`config.mk`:
```
export PLATFORM = sky130hd
export DESIGN_NAME = load_store_unit
export DESIGN_NICKNAME = d
export VERILOG_FILES = /design/src/rtl/load_store_unit.sv
export SDC_FILE = /design/constraint.sdc
export NUM_CORES = 1
export LEC_CHECK = 0
export CAP_MARGIN = 20
export CORE_AREA = 5 5 127 189
export DETAILED_ROUTE_END_ITERATION = 10
export DIE_AREA = 0 0 132 194
export HOLD_SLACK_MARGIN = 0.03
export PLACE_DENSITY = 0.57
export SETUP_SLACK_MARGIN = 0.3
export SLEW_MARGIN = 10
export SYNTH_ARGS = -nofsm -noshare
export SYNTH_HDL_FRONTEND = slang
export SYNTH_SLANG_ARGS = --single-unit
```
`constraint.sdc`:
```
create_clock -name i_Clk -period 4.55 [get_ports i_Clk]
set_input_delay 0.91 -clock i_Clk [delete_from_list [all_inputs] [get_ports i_Clk]]
set_output_delay 0.91 -clock i_Clk [all_outputs]
set_load 0.02 [all_outputs]
```
`src/rtl/load_store_unit.sv`:
```
`default_nettype none
// ============================================================================
//  Module   : load_store_unit
//  Purpose  : Memory-access stage. Takes a decoded load/store type, the
//             effective byte address and rs2 store data, runs one data-memory
//             transaction on a req/ready/rvalid bus and returns the extended
//             load result. Holds the pipeline until the access completes.
//  Ports    : i_Clk, i_Reset            clock / async active-high reset
//             i_Valid, i_Load_Store_Type, i_Addr, i_Store_Data   request
//             o_Stall, o_Done, o_Load_Data, o_Misaligned, o_Bus_Error
//                                        pipeline-side status and result
//             o_Mem_Req, o_Mem_We, o_Mem_Addr, o_Mem_Byte_En, o_Mem_Wdata,
//             i_Mem_Ready, i_Mem_Rvalid, i_Mem_Rdata    data-memory bus
//  Revision : 1.0  initial release
// ============================================================================
module load_store_unit #(
    parameter int ADDR_WIDTH     = 32,
    parameter int TIMEOUT_CYCLES = 255,
    localparam int LS_SEL_WIDTH  = 3
) (
    input  logic                    i_Clk,
    input  logic                    i_Reset,
    input  logic                    i_Valid,
    input  logic [LS_SEL_WIDTH:0]   i_Load_Store_Type,
    input  logic [ADDR_WIDTH-1:0]   i_Addr,
    input  logic [31:0]             i_Store_Data,
    output logic                    o_Stall,
    output logic                    o_Done,
    output logic [31:0]             o_Load_Data,
    output logic                    o_Misaligned,
    output logic                    o_Bus_Error,
    output logic                    o_Mem_Req,
    output logic                    o_Mem_We,
    output logic [ADDR_WIDTH-1:0]   o_Mem_Addr,
    output logic [3:0]              o_Mem_Byte_En,
    output logic [31:0]             o_Mem_Wdata,
    input  logic                    i_Mem_Ready,
    input  logic                    i_Mem_Rvalid,
    input  logic [31:0]             i_Mem_Rdata
);

    // Load/store type codes (bit 3 marks a store).
    localparam logic [LS_SEL_WIDTH:0] c_LS_TYPE_NONE = 4'b0000;
    localparam logic [LS_SEL_WIDTH:0] c_LS_TYPE_LB   = 4'b0001;
    localparam logic [LS_SEL_WIDTH:0] c_LS_TYPE_LH   = 4'b0010;
    localparam logic [LS_SEL_WIDTH:0] c_LS_TYPE_LW   = 4'b0011;
    localparam logic [LS_SEL_WIDTH:0] c_LS_TYPE_LBU  = 4'b0101;
    localparam logic [LS_SEL_WIDTH:0] c_LS_TYPE_LHU  = 4'b0110;
    localparam logic [LS_SEL_WIDTH:0] c_LS_TYPE_SB   = 4'b1001;
    localparam logic [LS_SEL_WIDTH:0] c_LS_TYPE_SH   = 4'b1010;
    localparam logic [LS_SEL_WIDTH:0] c_LS_TYPE_SW   = 4'b1011;

    localparam logic [1:0] c_SIZE_B = 2'd0;
    localparam logic [1:0] c_SIZE_H = 2'd1;
    localparam logic [1:0] c_SIZE_W = 2'd2;

    localparam logic [1:0] c_ST_IDLE      = 2'd0;
    localparam logic [1:0] c_ST_REQ       = 2'd1;
    localparam logic [1:0] c_ST_WAIT_RESP = 2'd2;
    localparam logic [1:0] c_ST_DONE      = 2'd3;

    localparam logic [15:0] c_TIMEOUT_LAST = 16'(TIMEOUT_CYCLES - 1);

    logic [1:0]              r_state;
    logic [LS_SEL_WIDTH:0]   r_type;
    logic [1:0]              r_offset;
    logic [15:0]             r_timer;
    logic                    r_mem_req;
    logic                    r_mem_we;
    logic [ADDR_WIDTH-1:0]   r_mem_addr;
    logic [3:0]              r_mem_be;
    logic [31:0]             r_mem_wdata;
    logic [31:0]             r_load_data;
    logic                    r_misaligned;
    logic                    r_bus_error;

    logic                    w_is_load;
    logic                    w_is_store;
    logic [1:0]              w_size;
    logic                    w_request;
    logic                    w_misaligned;
    logic [3:0]              w_be;
    logic [31:0]             w_wdata;
    logic                    w_timeout;
    logic [7:0]              w_byte;
    logic [15:0]             w_half;
    logic [31:0]             w_load_ext;

    // ------------------------------------------------------------------
    // Request decode
    // ------------------------------------------------------------------
    always_comb begin
        w_is_load  = 1'b0;
        w_is_store = 1'b0;
        w_size     = c_SIZE_W;
        case (i_Load_Store_Type)
            c_LS_TYPE_LB, c_LS_TYPE_LBU: begin w_is_load  = 1'b1; w_size = c_SIZE_B; end
            c_LS_TYPE_LH, c_LS_TYPE_LHU: begin w_is_load  = 1'b1; w_size = c_SIZE_H; end
            c_LS_TYPE_LW:                begin w_is_load  = 1'b1; w_size = c_SIZE_W; end
            c_LS_TYPE_SB:                begin w_is_store = 1'b1; w_size = c_SIZE_B; end
            c_LS_TYPE_SH:                begin w_is_store = 1'b1; w_size = c_SIZE_H; end
            c_LS_TYPE_SW:                begin w_is_store = 1'b1; w_size = c_SIZE_W; end
            default:                     begin w_is_load  = 1'b0; w_is_store = 1'b0; end
        endcase
    end

    // Unrecognised codes (including NONE) are treated as no request.
    assign w_request    = i_Valid & (w_is_load | w_is_store);
    assign w_misaligned = ((w_size == c_SIZE_H) &  i_Addr[0]) |
                          ((w_size == c_SIZE_W) & (i_Addr[1:0] != 2'b00));

    // Lane strobes and replicated write data, so the memory can pick its
    // lane purely from the byte enables.
    always_comb begin
        w_be    = 4'b1111;
        w_wdata = 32'd0;
        if (w_is_store) begin
            case (w_size)
                c_SIZE_B: begin
                    w_be    = 4'b0001 << i_Addr[1:0];
                    w_wdata = {4{i_Store_Data[7:0]}};
                end
                c_SIZE_H: begin
                    w_be    = i_Addr[1] ? 4'b1100 : 4'b0011;
                    w_wdata = {2{i_Store_Data[15:0]}};
                end
                default: begin
                    w_be    = 4'b1111;
                    w_wdata = i_Store_Data;
                end
            endcase
        end
    end

    // ------------------------------------------------------------------
    // Load lane selection and extension
    // ------------------------------------------------------------------
    always_comb begin
        case (r_offset)
            2'd0:    w_byte = i_Mem_Rdata[7:0];
            2'd1:    w_byte = i_Mem_Rdata[15:8];
            2'd2:    w_byte = i_Mem_Rdata[23:16];
            default: w_byte = i_Mem_Rdata[31:24];
        endcase
        w_half = r_offset[1] ? i_Mem_Rdata[31:16] : i_Mem_Rdata[15:0];
        case (r_type)
            c_LS_TYPE_LB:  w_load_ext = {{24{w_byte[7]}}, w_byte};
            c_LS_TYPE_LBU: w_load_ext = {24'd0, w_byte};
            c_LS_TYPE_LH:  w_load_ext = {{16{w_half[15]}}, w_half};
            c_LS_TYPE_LHU: w_load_ext = {16'd0, w_half};
            default:       w_load_ext = i_Mem_Rdata;
        endcase
    end

    // The timer spans REQ and WAIT_RESP together. ">=" rather than "=="
    // keeps the budget honest when acceptance lands on the final cycle and
    // the timer has already moved past the limit while awaiting rvalid.
    assign w_timeout = (r_timer >= c_TIMEOUT_LAST);

    // ------------------------------------------------------------------
    // Control FSM
    // ------------------------------------------------------------------
    always_ff @(posedge i_Clk or posedge i_Reset) begin
        if (i_Reset) begin
            r_state      <= c_ST_IDLE;
            r_type       <= c_LS_TYPE_NONE;
            r_offset     <= 2'd0;
            r_timer      <= 16'd0;
            r_mem_req    <= 1'b0;
            r_mem_we     <= 1'b0;
            r_mem_addr   <= '0;
            r_mem_be     <= 4'd0;
            r_mem_wdata  <= 32'd0;
            r_load_data  <= 32'd0;
            r_misaligned <= 1'b0;
            r_bus_error  <= 1'b0;
        end else begin
            case (r_state)
                c_ST_IDLE: begin
                    if (w_request) begin
                        if (w_misaligned) begin
                            r_misaligned <= 1'b1;
                            r_load_data  <= 32'd0;
                            r_state      <= c_ST_DONE;
                        end else begin
                            r_type      <= i_Load_Store_Type;
                            r_offset    <= i_Addr[1:0];
                            r_mem_addr  <= {i_Addr[ADDR_WIDTH-1:2], 2'b00};
                            r_mem_be    <= w_be;
                            r_mem_wdata <= w_wdata;
                            r_mem_we    <= w_is_store;
                            r_mem_req   <= 1'b1;
                            r_timer     <= 16'd0;
                            r_state     <= c_ST_REQ;
                        end
                    end
                end
                c_ST_REQ: begin
                    r_timer <= r_timer + 16'd1;
                    if (i_Mem_Ready) begin
                        r_mem_req <= 1'b0;
                        if (r_mem_we) begin
                            r_load_data <= 32'd0;
                            r_state     <= c_ST_DONE;
                        end else begin
                            r_state <= c_ST_WAIT_RESP;
                        end
                    end else if (w_timeout) begin
                        r_mem_req   <= 1'b0;
                        r_bus_error <= 1'b1;
                        r_load_data <= 32'd0;
                        r_state     <= c_ST_DONE;
                    end
                end
                c_ST_WAIT_RESP: begin
                    r_timer <= r_timer + 16'd1;
                    if (i_Mem_Rvalid) begin
                        r_load_data <= w_load_ext;
                        r_state     <= c_ST_DONE;
                    end else if (w_timeout) begin
                        r_bus_error <= 1'b1;
                        r_load_data <= 32'd0;
                        r_state     <= c_ST_DONE;
                    end
                end
                default: begin
                    r_misaligned <= 1'b0;
                    r_bus_error  <= 1'b0;
                    r_state      <= c_ST_IDLE;
                end
            endcase
        end
    end

    // Stall is combinational so the first IDLE cycle of a request already
    // holds the PC; it drops in DONE so the instruction retires with o_Done.
    assign o_Stall = ~i_Reset &
                     (((r_state == c_ST_IDLE) & w_request) |
                      (r_state == c_ST_REQ) |
                      (r_state == c_ST_WAIT_RESP));

    assign o_Done        = (r_state == c_ST_DONE);
    assign o_Load_Data   = r_load_data;
    assign o_Misaligned  = r_misaligned;
    assign o_Bus_Error   = r_bus_error;
    assign o_Mem_Req     = r_mem_req;
    assign o_Mem_We      = r_mem_we;
    assign o_Mem_Addr    = r_mem_addr;
    assign o_Mem_Byte_En = r_mem_be;
    assign o_Mem_Wdata   = r_mem_wdata;

endmodule
`default_nettype wire

```
==> metrics <==
Ys Warns 0; CP max FO 7; Post-layout nets 925; GRT Total Usage 0.166; post-route insts no fill 1103; Finished Cell Area 9430 um^2; FMAX 0.257 GHz; Starting DRT DRC Count 338; clk sinks 126; power share of the clock group 0.219; IO buf count 208; core area 22200 um^2; Setup CP Type input port to primary output; Die X 132 um; total number of vias 5600; Final Hold Vio Count 0; CTS tree done; first-pass GRT wire length 33300 um; H-tree levels 4; largest net degree at the start of global routing 102; status completed; most instantiated cells after synthesis dfrtp_1, nand2_1, nor2_1; hpwl dp 15900 um; Placement Cell Area 8820 um^2; FILL cells 2097; vias per inst 5.08; CTS Buf Count 17; Logic pwr share 0.477; CP startpoint i_Load_Store_Type[0]; synthesis-to-layout area growth 45.1%; CTS clk-pin slew, worst paths 0.06 ns; WL per Instance 19.6 um; Setup crit start kind input port; DRT Pass-1 Iters 4; post-CTS setup buffers 0; ys flop type dfrtp_1; register area share after synthesis 0.486; Static Leak 3.94 nW; die span in y 194 um; maxcap violations 0; vias in the first global route 5675; peak supply drop 0.000247 V; r2r startpoint r_state[0]$_DFFE_PP0P_; Post-CTS Resized 0; Final Max Tran Viols 0; Yosys top cell by area dfrtp_1; EDFF count, synth 0; library cells used by synthesis 62; Row Count 67; setup TNS 0 ns; Overflow after GRT 0; worst-skew pair later-pin latency 0.43 ns; worst hold path type flip-flop to flip-flop; share of layout cells above drive strength 1 0.118; full die area 25600 um^2; syn_area_per_cell 10.5 um^2; hold path start o_Mem_Wdata[3]$_DFFE_PP0P_; Sw Pwr 2.51 mW; worst-case clock buffer depth 2; Synth Instances 618; IO Count 211; RSZ-0062 raised after global routing false; gpl congestion 0.820; Worst Path Required 3.64 ns; Area contributors post-synth dfrtp_1, mux2_2, a22o_1; sequential share of power 0.305; sw frac 0.406; Pwr Density 656 nW/um^2; mapped cell area 6490 um^2; min Tclk post-route 3.89 ns; Fin Clk Skew 0.00565 ns; setup violators final 0; internal power 3.67 mW; Layout Utilization 0.424; ys async rst share 1.00; register bit total from synthesis 126; share of the synthesized area in the top cell type 0.486; final wirelength 21700 um; initial core utilization 0.292; DRC viols 0; worst relative slew slack 0.384; Placed Cells 1068; hold buffer count at CTS 0; top-count cell post-synth dfrtp_1; slew at the pin closest to its max-slew limit 0.921 ns; initial antenna violation count 1; ANT nets after route 0; CTS root buffer clkbuf_16; fin crit share 0.856; kind of end point of the critical path primary output; CP arrival 2.98 ns
## flip-flops by register name, summed over array words and instances, names as in the netlist, 2 cells and up
register       flops
r_timer           16
r_type             4
o_Mem_Addr        30
o_Load_Data       32
r_state            2
o_Mem_Wdata       32
o_Mem_Byte_En      4
r_offset           2
## path summary, 6_finish.rpt
| check | slack [ns] | endpoint | cells past startpoint |
|---|---|---|---|
| max reg2reg | 1.77 | r_timer[10]$_DFFE_PP0P_ | 7 |
| max | 0.66 | o_Stall | 6 |
| min | 0.47 | o_Mem_Wdata[3]$_DFFE_PP0P_ | 2 |
| max in group asynchronous | 2.90 | o_Mem_Addr[16]$_DFFE_PP0P_ | 4 |
| min reg2reg | 0.47 | o_Mem_Wdata[3]$_DFFE_PP0P_ | 2 |
| min in group asynchronous | 0.80 | o_Mem_Req$_DFFE_PP0P_ | 2 |
## layout make-up
cell class / count / area [um^2] / area share
diodes: 2 / 5.00 / 0.000531
clock buffers: 17 / 425 / 0.0451
clock inverters: 15 / 154 / 0.0163
inverters: 16 / 63.8 / 0.00677
multi-input cells: 432 / 3080 / 0.326
flip-flops and latches: 126 / 3150 / 0.335
well taps: 276 / 345 / 0.0366
repair buffers: 219 / 2200 / 0.234
## critical path: stages
cell,delay [ns]
clkdlybuf4s50_1,0.59
o21ai_0,0.16
a21oi_1,0.41
a211oi_1,0.18
nor2_1,0.13
clkdlybuf4s50_1,0.61
## per-stage QoR
stage	hold slack (ns)	setup WS (ns)	power, mW
detailed placement	0.465	0.639	4.88
global placement	0.461	0.652	4.86
CTS	0.479	0.631	6.27
global route	0.505	0.463	6.55
finish	0.474	0.657	6.19
floorplan	0.467	1.92	3.60
## cell usage in the layout, fill, tap and decap left out, drive strengths merged, types with 21 or more instances in the layout
master / netlist / routed
mux2: 39 / 39
inv: 16 / 23
a21oi: 21 / 21
nand2: 54 / 54
clkdlybuf4s50: 0 / 208
o21ai: 36 / 36
nor2: 49 / 49
o31ai: 21 / 21
dfrtp: 126 / 126
a22o: 25 / 25
## cell families after synthesis
group | after synthesis | synth area share
adders and majority gates | 8 | 0.0154
buffers and inverters | 61 | 0.0412
other | 1 | 0.000577
muxes | 58 | 0.108
and+or+nand+nor | 159 | 0.116
AOI/OAI and AO/OA | 200 | 0.226
xor gates and xnor gates | 5 | 0.00674
DFF | 126 | 0.486
## power groups by stage
stage	sequential (mW)	clock, mW	combinational (mW)
after floorplan	2.24	0	1.36
after global placement	1.90	0	2.97
after detailed placement	1.90	0	2.98
after CTS	1.89	1.40	2.99
after global routing	1.95	1.44	3.16
final	1.89	1.35	2.95
## per-layer routing
layer	wire length [um]	vias to the layer above	global-route usage	share of wire
met4	759	0	0.0785	0.035
met3	1210	48	0.0400	0.056
li1	-	2662	-	-
met5	0	-	0	0
met1	8620	2714	0.195	0.40
met2	11100	176	0.282	0.51
No activity file was read; power rests on OpenSTA's default activity.
